--- src/rtl/mem_lsu.sv ---
// mem_lsu: memory stage - drives the data bus for loads/stores, aligns load data, flags misaligned
// accesses and registers the MEM/WB entry, stalling the pipeline while a bus access is open.
module mem_lsu #(
    parameter int DATA_W = 32,
    parameter int ADDR_W = 32
) (
    input  logic              clk,
    input  logic              rst,
    input  logic              mem_flush,
    input  logic              in_valid,
    input  logic              in_mem_read,
    input  logic              in_mem_write,
    input  logic              in_reg_write,
    input  logic [4:0]        in_reg_regid,
    input  logic [2:0]        in_mem_opcode,
    input  logic [DATA_W-1:0] in_alu_out,
    input  logic [DATA_W-1:0] in_mem_writedata,
    input  logic [ADDR_W-1:0] in_pc,
    output logic              dbus_req,
    output logic              dbus_write,
    output logic [ADDR_W-1:0] dbus_addr,
    output logic [DATA_W-1:0] dbus_wdata,
    output logic [3:0]        dbus_byteen,
    input  logic              dbus_ready,
    input  logic              dbus_rvalid,
    input  logic [DATA_W-1:0] dbus_rdata,
    output logic              mem_stall_req,
    output logic              wb_valid,
    output logic              wb_reg_write,
    output logic [4:0]        wb_regid,
    output logic [DATA_W-1:0] wb_data,
    output logic [ADDR_W-1:0] wb_pc,
    output logic              wb_exc_load_misaligned,
    output logic              wb_exc_store_misaligned,
    output logic [ADDR_W-1:0] wb_exc_addr
);
    typedef enum logic [1:0] {IDLE, REQ, RESP} state_t;
    state_t state, state_n;
    logic kill, kill_n;
    logic is_b, is_h, is_w, is_uns, mem_op, is_store, mis, access, wb_ok;
    logic [DATA_W-1:0] sh, ld;

    assign is_b     = in_mem_opcode[1:0] == 2'b00;
    assign is_h     = in_mem_opcode[1:0] == 2'b01;
    assign is_w     = ~is_b & ~is_h;
    assign is_uns   = in_mem_opcode[2];
    assign mem_op   = in_valid & (in_mem_read | in_mem_write);
    assign is_store = in_mem_write & ~in_mem_read;
    assign mis      = (is_h & in_alu_out[0]) | (is_w & |in_alu_out[1:0]);
    assign access   = mem_op & ~mis & ~mem_flush;
    assign wb_ok    = in_valid & ~mem_flush & ~kill;

    assign sh = dbus_rdata >> {in_alu_out[1:0], 3'b000};
    assign ld = is_b ? {{(DATA_W-8){~is_uns & sh[7]}}, sh[7:0]} :
                is_h ? {{(DATA_W-16){~is_uns & sh[15]}}, sh[15:0]} : dbus_rdata;

    always_ff @(posedge clk) begin
        if (rst) begin
            state <= IDLE;
            kill  <= 1'b0;
        end else begin
            state <= state_n;
            kill  <= kill_n;
        end
    end

    // kill remembers a flush that arrived while an access was open, until that access completes
    always_comb begin
        state_n = state;
        kill_n  = 1'b0;
        case (state)
            IDLE: state_n = access ? (dbus_ready ? (is_store ? IDLE : RESP) : REQ) : IDLE;
            REQ: begin
                state_n = dbus_ready ? (is_store ? IDLE : RESP) : REQ;
                kill_n  = ~(dbus_ready & is_store) & (kill | mem_flush);
            end
            RESP: begin
                state_n = dbus_rvalid ? IDLE : RESP;
                kill_n  = ~dbus_rvalid & (kill | mem_flush);
            end
            default: state_n = IDLE;
        endcase
    end

    always_comb begin
        dbus_req      = ~rst & ((state == REQ) | ((state == IDLE) & access));
        mem_stall_req = ~rst & ((state == IDLE) ? access & ~(is_store & dbus_ready) :
                                (state == REQ)  ? ~(is_store & dbus_ready) : ~dbus_rvalid);
        dbus_write    = is_store;
        dbus_addr     = {in_alu_out[ADDR_W-1:2], 2'b00};
        dbus_byteen   = is_b ? 4'b0001 << in_alu_out[1:0] : is_h ? (in_alu_out[1] ? 4'b1100 : 4'b0011) : 4'b1111;
        dbus_wdata    = is_b ? {4{in_mem_writedata[7:0]}} : is_h ? {2{in_mem_writedata[15:0]}} : in_mem_writedata;
    end

    always_ff @(posedge clk) begin
        if (rst | mem_stall_req) begin
            wb_valid                <= 1'b0;
            wb_reg_write            <= 1'b0;
            wb_regid                <= '0;
            wb_data                 <= '0;
            wb_pc                   <= '0;
            wb_exc_load_misaligned  <= 1'b0;
            wb_exc_store_misaligned <= 1'b0;
            wb_exc_addr             <= '0;
        end else begin
            wb_valid                <= wb_ok;
            wb_reg_write            <= wb_ok & in_reg_write & ~is_store & ~(mem_op & mis);
            wb_regid                <= wb_ok ? in_reg_regid : '0;
            wb_data                 <= wb_ok ? ((in_mem_read & ~mis) ? ld : in_alu_out) : '0;
            wb_pc                   <= wb_ok ? in_pc : '0;
            wb_exc_load_misaligned  <= wb_ok & mem_op & mis & in_mem_read;
            wb_exc_store_misaligned <= wb_ok & mem_op & mis & is_store;
            wb_exc_addr             <= (wb_ok & mem_op & mis) ? in_alu_out[ADDR_W-1:0] : '0;
        end
    end
endmodule

--- config.mk ---
export PLATFORM = sky130hd
export DESIGN_NAME = mem_lsu
export DESIGN_NICKNAME = d
export VERILOG_FILES = /design/src/rtl/mem_lsu.sv
export SDC_FILE = /design/constraint.sdc
export NUM_CORES = 1
export LEC_CHECK = 0
export BUFFER_PORTS_ARGS = -buffer_cell sky130_fd_sc_hd__buf_2
export CAP_MARGIN = 10
export CORE_AREA = 2 2 126 128
export CTS_CLUSTER_SIZE = 24
export DETAILED_ROUTE_END_ITERATION = 8
export DIE_AREA = 0 0 128 130
export HOLD_SLACK_MARGIN = 0.15
export PLACE_DENSITY = 0.69
export SLEW_MARGIN = 0
export SYNTH_ARGS = -nofsm -noshare
export SYNTH_HDL_FRONTEND = slang
export SYNTH_SLANG_ARGS = --single-unit
--- constraint.sdc ---
create_clock -name clk -period 1.95 [get_ports clk]
set_clock_uncertainty 0.1 [all_clocks]
set_input_delay 0.195 -clock clk [delete_from_list [all_inputs] [get_ports clk]]
set_output_delay 0.195 -clock clk [all_outputs]
set_load 0.05 [all_outputs]
==> impl_metrics.toml, run 1 <==
[run_status]
status = "finished, violations left"
violations = "setup timing"

[detailed_routing]
drc = 0
vias_per_cell = 4.663
drtPass1Iterations = 6
drt_wl_total_mm = 19.44
drtIter0Drc = 145
num_vias = 5171
antenna_left = 0
wl_per_cell_um = 17.53

[die]
rows = 46
die_x_um = 128
coreArea_sq_um = 15420
io_pins = 321
die-area_sq_um = 16640
start_util_pct = 30.81
fp.dieH_um = 130

[sta]
finalHoldViolations = 0
fmax_mhz = 484.1
hold-worst-slack_ns = 0.1730
setup_viol = 18
drv_slew = 0
min_period_ns = 2.066
worst_slew_pin_slew_ns = 0.5448
rsz0062_at_grt = "true"
worst_slack_ns = -0.1156
slew_headroom_pct = 63.40
fin_crit_sh_pct = 105.9
finalSetupTns_ns = -0.4454

[placed_design]
gp_congestion = 0.8099
port_buffers = 318
pre_cts_slack_ns = -0.1575
dp_hpwl_mm = 13.25

[clocking]
clkTransAtPathRegs_ns = 0.08
insertion_delay_ns = 0.36
cts_made_buffers = 9
ctsRootBufferMaster = "clkbuf_16"
clock_path_buffers = 2
htreeDepth = 3
cts_tree = "done"
cts.sinks = 108

[critical_path]
crit_slowest_cell = "dfxtp_2"
cp_common_cell = "buf_6"
critical_path.max_stage_delay_ns = 0.33
cp-end-kind = "output pin"
crit_buf_inv = 3
crit_family = "buffers and inverters"
crit_required_ns = 1.65
worstSetupPathType = "reg2out"
cp_max_fo = 3
crit_chain = "buf_6 > ha_4 > o311ai_4 > o21ai_2 > buf_6 > nor2_4 > buf_8"
worstPathArrival_ns = 1.77
start_kind = "flip-flop"

[power]
powerDensity_nw_per_um2 = 721.5
finalPower_w = 0.006034
p_leak_nw = 4.090
irDropWorstVdd_uv = 410.9

[cells_and_area]
area_growth_pct = 75.99
fillers = 1372
drive_gt1_share_pct = 50.82
finalNetCount = 1059
final_cell_mix = "buf_2, dfxtp_1, dlygate4sd3_1"
final_common_cell = "buf_2"

[logic_synthesis]
synth-seq-area-share_pct = 45.50
ys_ff_latch = 108
ys_warn_count = 0
ys_types = 42
avgSynthCellArea_sq_um = 9.429
post_synth_instance_area_sq_um = 4752
synth_cells = 504

[run]
maxCapViolations = 0

[global_routing]
grt.total_usage_pct = 21.14
antenna_found_initial = 2
grt_pass1_wl_mm = 26.72
grt_max_degree = 40
grt.overflow.total = 0
grt_pass1_vias = 5229

[min_path]
hold_path.class = "in2reg"
[metal layers]
metal	global-route usage (%)	up-vias	wire length [um]
met1	20.99	2398	7357
met4	9.825	2	691
met2	41.18	251	10160
met3	5.412	40	1221
met5	0	-	11
li1	-	2480	-
[tightest hold or removal path, delay by kind of cell]
| kind | cells | cell delay, ns |
|---|---|---|
| compound gates | 2 | 0.29 |
| buf+inv | 1 | 0.08 |
[Yosys cell counts]
library cell,count,area (sq um)
nand2_1,34,127.6
a21oi_1,12,60.06
nand2b_2,1,8.760
mux2_2,23,259.0
nor2_1,42,157.7
o21bai_1,8,60.06
inv_2,1,3.750
mux4_2,1,22.52
nand3_2,1,10.01
o31ai_2,1,12.51
buf_4,42,315.3
buf_2,9,45.04
and2_1,71,444.2
o221a_2,1,11.26
and4b_1,1,10.01
a211oi_2,10,125.1
a21boi_2,1,11.26
nand3_1,2,10.01
buf_1,3,11.26
o211ai_1,2,15.01
dfxtp_1,108,2162
nor2b_1,8,50.05
o21ai_0,10,50.05
nor3_1,15,75.07
conb_1,1,3.750
a211oi_1,16,120.1
a311oi_4,1,26.28
ha_1,4,50.05
o311ai_1,1,8.760
nor4_1,1,6.260
a31oi_1,2,12.51
o21ai_1,2,10.01
a221oi_1,2,17.52
clkbuf_1,18,67.56
a22oi_1,12,90.09
mux2i_1,10,100.1
nand2b_1,4,25.02
o2bb2ai_1,6,52.55
buf_6,1,11.26
a21o_1,8,60.06
and3_1,1,6.260
inv_1,7,26.28
[power by group]
group	leakage, nW	switching (W)	internal, W
registers	0.877	0.0000151	0.00226
clock network	0.167	0.000863	0.00127
logic	3.05	0.00103	0.000589
[metrics by stage]
| stage | area, sq um | cells | util (%) |
|---|---|---|---|
| after global routing | 8361 | 1108 | 54.20 |
| after floorplan | 4785 | 505 | - |
| after CTS | 8009 | 1101 | 51.92 |
| after detailed placement | 6518 | 980 | 42.25 |
| final | 8363 | 1109 | 54.22 |
| after global placement | 6518 | 980 | 42.25 |
[flip-flops by register name, indices dropped and copies added (netlist names)]
register / count
wb_reg_write: 1
wb_data: 32
kill: 1
wb_valid: 1
wb_exc_store_misaligned: 1
state: 2
wb_exc_load_misaligned: 1
wb_pc: 32
wb_regid: 5
wb_exc_addr: 32
[area by class of cell]
class                      count  area, sq um  area share [%]
timing repair buffer         467         3166           37.85
multi-input combinational    316         2390           28.58
sequential                   108         2165           25.88
tap                          192        240.2           2.873
clock buffer                  10        229.0           2.738
clock inverter                 6        120.1           1.436
inverter                       8        48.80          0.5835
antenna                        2        5.005         0.05984
[worst paths after layout]
path	from	to	slack, ns	cells after the start
setup / recovery	state[0]	mem_stall_req	-0.12	7
hold / removal	dbus_rdata[1]	wb_data[1]	0.17	3
hold reg to reg	state[0]	state[0]	0.63	3
setup reg to reg	state[1]	wb_data[1]	-0.06	10
[logic make-up (layout without fill, tap and decap cells)]
| kind of cell | count (synthesis) | count (layout) | share of synthesized area (%) |
|---|---|---|---|
| and+or+nand+nor | 181 | 181 | 19.59 |
| DFF | 108 | 108 | 45.50 |
| AOI/OAI and AO/OA | 95 | 95 | 15.64 |
| buffers and inverters | 81 | 491 | 10.11 |
| muxes | 34 | 34 | 8.031 |
| adders and majority gates | 4 | 4 | 1.053 |
| other | 1 | 4 | 0.07891 |
[repair_timing]
item / CTS / global route
gates cloned: 0 / 4
setup buffers: 5 / 5
hold buffers: 100 / 0
hold endpoints to repair: 103 / 0
resized for setup: 26 / 46
pin swaps: 24 / 18
setup endpoints to repair: 48 / 93
Note: power is estimated with default switching activity, not from simulation.
==> inputs of run 2 (changes only) <==
--- a/config.mk
+++ b/config.mk
@@ -13,6 +13,7 @@
 export DIE_AREA = 0 0 128 130
 export HOLD_SLACK_MARGIN = 0.15
 export PLACE_DENSITY = 0.69
+export RECOVER_POWER = 50
 export SLEW_MARGIN = 0
 export SYNTH_ARGS = -nofsm -noshare
 export SYNTH_HDL_FRONTEND = slang
==> constraint.sdc (replaced) <==
create_clock -name clk -period 1.7 [get_ports clk]
set_clock_uncertainty 0.1 [all_clocks]
set_input_delay 0.17 -clock clk [delete_from_list [all_inputs] [get_ports clk]]
set_output_delay 0.17 -clock clk [all_outputs]
set_load 0.05 [all_outputs]
==> run 2 against run 1 <==
Against the previous run: the run still ends with setup timing left; sequential share of layout area shrank 0.26 points; register-to-register slack got worse by 0.19 ns; routed wire length rose by 3.5%; clock power fell by 5%; worst hold slack better by 0.0074 ns; first-iteration DRC count rose by 28%; die area is the same; power rose by 8.8%; final area rose by 1.0%; utilization increased by 0.55 points; largest cell class unchanged; highest routed layer unchanged.
==> impl_metrics.toml, run 2 (synthesized netlist as in run 1, its figures left out) <==
[min_path]
hold_path.class = "in2reg"
worstHoldStart = "in_alu_out[1]"
whs_path_depth = 3
holdPathEnd = "wb_exc_addr[1]"

[run]
maxCapViolations = 0

[sta]
worst_slew_pin_slew_ns = 0.6907
worst_slack_ns = -0.2645
fmax_mhz = 509.0
slew_headroom_pct = 53.86
drv_slew = 0
fin_crit_sh_pct = 115.6
finalHoldViolations = 0
rsz0062_at_grt = "true"
setup_viol = 73
min_period_ns = 1.965

[critical_path]
r2r_cells = 10
rrSetupSlack_ns = -0.25
worstSetupPathType = "reg2out"
crit_chain = "inv_2 > ha_4 > nor2b_4 > and4b_1 > o21ai_2 > buf_4 > nor2_4 > buf_6"
reg2reg_to = "wb_pc[17]"
critical_path.max_stage_delay_ns = 0.34
crit_required_ns = 1.43
crit_family = "simple AND/OR/NAND/NOR gates"
worstPathArrival_ns = 1.69
crit_buf_inv = 3
cp_max_fo = 3
crit_slowest_cell = "dfxtp_2"
cp-end-kind = "output pin"
start_kind = "flip-flop"
rr_startpoint = "state[0]"

[clocking]
clkTransAtPathRegs_ns = 0.08
cts.sinks = 108
clock_path_buffers = 2
ctsRootBufferMaster = "clkbuf_16"
cts_made_buffers = 9
cts_tree = "done"
insertion_delay_ns = 0.35
htreeDepth = 3

[placed_design]
placed_area_sq_um = 6679
dp.cells = 990
port_buffers = 318
dp_hpwl_mm = 12.63
pre_cts_slack_ns = -0.3371
gp_congestion = 0.8044

[power]
irDropWorstVdd_uv = 450.5
finalPower_w = 0.006564
p_leak_nw = 3.811
powerDensity_nw_per_um2 = 777.0

[global_routing]
grt.overflow.total = 0
grt.total_usage_pct = 22.24
grt_pass1_vias = 5232
gr-usage-met3_pct = 4.551
grt_use_met1_pct = 22.41
grt_max_degree = 35
grt_util_met2_pct = 44.67
grt_pass1_wl_mm = 27.90
busiest_layer = "met2"
antenna_found_initial = 2

[run_status]
violations = "setup timing"
status = "finished, violations left"

[detailed_routing]
wl_per_cell_um = 17.88
drtIter0Drc = 186
antenna_left = 0
drtPass1Iterations = 4
num_vias = 5302
vias_per_cell = 4.713
drc = 0
drt_wl_total_mm = 20.11

[cells_and_area]
finalNetCount = 1077
fin_util_pct = 54.77
final_common_cell = "buf_2"
drive_gt1_share_pct = 46.46
area_growth_pct = 77.78
fillers = 1368
final_cell_mix = "buf_2, dfxtp_1, dlygate4sd3_1"
top_regs = "wb_data x32, wb_exc_addr x32, wb_pc x32"
finalInstanceArea_sq_um = 8448
final-instance-count-excl-fill = 1125

[die]
die_x_um = 128
coreArea_sq_um = 15420
start_util_pct = 30.81
die-area_sq_um = 16640
fp.dieH_um = 130
io_pins = 321
rows = 46
## run 2: changes by cell type in the layout (fill, tap and decap cells not counted), moves of 3 or more
cell       change
buf_4         +20
inv_8          +7
clkbuf_1      +89
and2_4        +31
buf_6          -3
buf_2         -91
bufinv_16      -3
clkbuf_16      -4
and2_1        -31
o21ai_2        -6
o21ai_4        +7
## run 2: through the flow
stage	hold WS, ns	setup TNS [ns]
3_3_place_gp	0.2695	-20.20
5_1_grt	0.1998	-16.87
3_5_place_dp	0.2723	-23.02
4_1_cts	0.1682	-25.36
2_1_floorplan	0.1353	-0.02390
6_report	0.1804	-12.08
## run 2: layout make-up
type,count,area [sq um],area share (%)
Timing Repair Buffer,477,3039,35.97
Multi-Input combinational cell,317,2595,30.72
Sequential cell,108,2165,25.62
Tap cell,192,240.2,2.844
Clock buffer,9,225.2,2.666
Timing Repair inverter,7,83.83,0.9923
Clock inverter,6,56.30,0.6665
Inverter,8,41.29,0.4887
Antenna cell,1,2.502,0.02962
## run 2: layer usage
layer / up-vias / part of all wire, % / wire length [um]
met5: - / 0.035 / 7
met4: 2 / 2.4 / 489
met3: 32 / 6.5 / 1298
met2: 251 / 54 / 10800
met1: 2499 / 37 / 7519
li1: 2518 / - / -
## run 2: how the worst max path moves through the flow
stage / from / to / slack, ns / cells past startpoint
3_3_place_gp: in_alu_out[0] / wb_data[1] / -0.32 / 7
5_1_grt: state[0] / mem_stall_req / -0.33 / 8
2_1_floorplan: in_mem_opcode[0] / dbus_wdata[24] / -0.02 / 5
4_1_cts: state[0] / mem_stall_req / -0.31 / 8
6_report: state[0] / mem_stall_req / -0.26 / 8
3_5_place_dp: in_alu_out[0] / wb_data[9] / -0.34 / 7
## run 2: worst reg2reg max path, stage by stage, from the launching register on
cell and delay (ns):
dfxtp_2 0.34, inv_2 0.07, ha_4 0.15, nor2b_4 0.12
and4b_1 0.22, o21ai_2 0.06, buf_4 0.15, nand3_4 0.15
buf_12 0.24, inv_8 0.09, and2_4 0.14
## run 2: timing repair
item                                    CTS  global route
buffers inserted                          7             7
hold buffers                             99             0
pin swaps                                66            14
resized for setup                        90            22
endpoints found under the hold margin   105             0
cloned                                   10             1
endpoints found under the setup margin  107           108
## run 2: where the power goes
part | internal, W | switching [W] | total (W)
Combinational | 0.000695 | 0.00123 | 0.00192
Clock | 0.00102 | 0.00101 | 0.00203
Sequential | 0.00259 | 0.0000178 | 0.00261
==> inputs of run 3 (changes only) <==
--- a/config.mk
+++ b/config.mk
@@ -13,7 +13,7 @@
 export DIE_AREA = 0 0 128 130
 export HOLD_SLACK_MARGIN = 0.15
 export PLACE_DENSITY = 0.69
-export RECOVER_POWER = 50
+export RECOVER_POWER = 25
 export SLEW_MARGIN = 0
 export SYNTH_ARGS = -nofsm -noshare
 export SYNTH_HDL_FRONTEND = slang
==> run 3 against run 2 <==
Against the previous run: the flow still finishes with violations (setup timing); highest routed layer unchanged; register-to-register slack about the same; via count increased by 0.43%; setup slack about the same; non-clock buffer count unchanged; fmax about the same; critical endpoint unchanged; largest power group unchanged; cell count about the same; flip-flop and latch count unchanged; critical path depth unchanged; power increased by 0.15%; sequential share of layout area decreased by 0.18 points; clock-buffer cell count unchanged.
==> impl_metrics.toml, run 3 (synthesized netlist as in run 1, its figures left out) <==
[run_status]
status = "finished, violations left"
violations = "setup timing"

[die]
coreArea_sq_um = 15420
rows = 46
io_pins = 321
die-area_sq_um = 16640
fp.dieH_um = 130
die_x_um = 128
start_util_pct = 30.81

[sta]
fin_crit_sh_pct = 115.6
worst_slew_pin_slew_ns = 0.6906
setup_viol = 73
slew_headroom_pct = 53.87
worst_slack_ns = -0.2647
hold-worst-slack_ns = 0.1817
min_period_ns = 1.965
drv_slew = 0
fmax_mhz = 509.0
finalSetupTns_ns = -12.02
finalHoldViolations = 0
rsz0062_at_grt = "true"

[clocking]
cts_made_buffers = 9
cts_tree = "done"
clkTransAtPathRegs_ns = 0.07
insertion_delay_ns = 0.35
cts.sinks = 108
clock_path_buffers = 2
htreeDepth = 3
ctsRootBufferMaster = "clkbuf_16"

[critical_path]
crit_required_ns = 1.43
worstPathArrival_ns = 1.69
crit_family = "simple AND/OR/NAND/NOR gates"
start_kind = "flip-flop"
cp_max_fo = 3
r2r_cells = 10
crit_slowest_cell = "dfxtp_2"
crit_chain = "inv_2 > ha_4 > nor2b_4 > and4b_1 > o21ai_2 > buf_4 > nor2_4 > buf_6"
rrSetupSlack_ns = -0.25
reg2reg_to = "wb_pc[17]"
critical_path.max_stage_delay_ns = 0.34
crit_buf_inv = 3
worstSetupPathType = "reg2out"
rr_startpoint = "state[0]"
cp-end-kind = "output pin"

[global_routing]
antenna_found_initial = 2
grt.overflow.total = 0
grt_pass1_wl_mm = 27.90
grt.total_usage_pct = 22.24
grt_max_degree = 35
grt_pass1_vias = 5232

[detailed_routing]
vias_per_cell = 4.729
drtIter0Drc = 174
wl_per_cell_um = 17.82
drc = 0
num_vias = 5325
drt_wl_total_mm = 20.07
antenna_left = 0
drtPass1Iterations = 4

[cells_and_area]
area_growth_pct = 79.02
final_common_cell = "buf_2"
final_cell_mix = "buf_2, dfxtp_1, dlygate4sd3_1"
finalNetCount = 1077
fillers = 1336
finalInstanceArea_sq_um = 8507
fin_util_pct = 55.15
drive_gt1_share_pct = 51.29
top_regs = "wb_data x32, wb_exc_addr x32, wb_pc x32"

[placed_design]
dp_hpwl_mm = 12.63
placed_area_sq_um = 6679
gp_congestion = 0.8044
port_buffers = 318

[run]
maxCapViolations = 0

[min_path]
hold_path.class = "in2reg"
holdPathEnd = "wb_exc_addr[1]"
worstHoldStart = "in_alu_out[1]"
whs_path_depth = 3

[power]
finalPower_w = 0.006574
p_leak_nw = 4.003
powerDensity_nw_per_um2 = 772.8
irDropWorstVdd_uv = 452.6
==> run 3: cell types whose count changed in the layout (fill, tap and decap cells not counted), sizes merged <==
cell / delta
clkbuf: -45
diode: +1
buf: +45
==> run 3: what timing repair did <==
action | CTS | global route
setup buffers | 7 | 7
pin swaps | 66 | 14
endpoints found under the setup margin | 107 | 108
hold buffers | 99 | 0
cloned | 10 | 1
hold endpoints to repair | 105 | 0
resized for setup | 90 | 22
==> run 3: worst reg2reg max path, delay by kind of cell, from the launching register on <==
kind,cells,cell delay [ns]
compound gates,1,0.06
flops,1,0.34
buf+inv,4,0.55
simple gates,4,0.63
fa+ha+maj,1,0.15
==> run 3: layout make-up <==
cell class	count	area (sq um)	area share [%]
tap	192	240.2	2.824
inverter	8	41.29	0.4854
timing repair buffer	477	3095	36.39
antenna	2	5.005	0.05883
sequential	108	2165	25.44
multi-input combinational	317	2595	30.50
clock buffer	9	225.2	2.647
clock inverter	6	56.30	0.6619
timing repair inverter	7	83.83	0.9854
==> run 3: per-stage QoR <==
step	worst slack, ns	cells
6_report	-0.2647	1126
2_1_floorplan	-0.02390	505
3_5_place_dp	-0.3371	990
4_1_cts	-0.3144	1121
3_3_place_gp	-0.3189	990
5_1_grt	-0.3270	1125
==> run 3: report_power, final <==
part           internal [W]  total (W)  switching, W
Sequential          0.00259    0.00261     0.0000169
Clock               0.00102    0.00203       0.00101
Combinational      0.000703    0.00193       0.00123
Total               0.00432    0.00657       0.00226
==> run 3: worst max-delay path by stage <==
stage                     start        endpoint  slack (ns)  cells past startpoint
3_3_place_gp      in_alu_out[0]      wb_data[1]       -0.32                      7
3_5_place_dp      in_alu_out[0]      wb_data[9]       -0.34                      7
5_1_grt                state[0]   mem_stall_req       -0.33                      8
4_1_cts                state[0]   mem_stall_req       -0.31                      8
2_1_floorplan  in_mem_opcode[0]  dbus_wdata[24]       -0.02                      5
6_report               state[0]   mem_stall_req       -0.26                      8
==> run 3: layer usage <==
metal,GRT usage (%),vias up,share of wire (%)
li1,-,2519,-
met1,22.41,2507,37
met2,44.67,257,54
met3,4.551,40,6.5
met4,8.468,2,2.5
met5,0,-,0.035
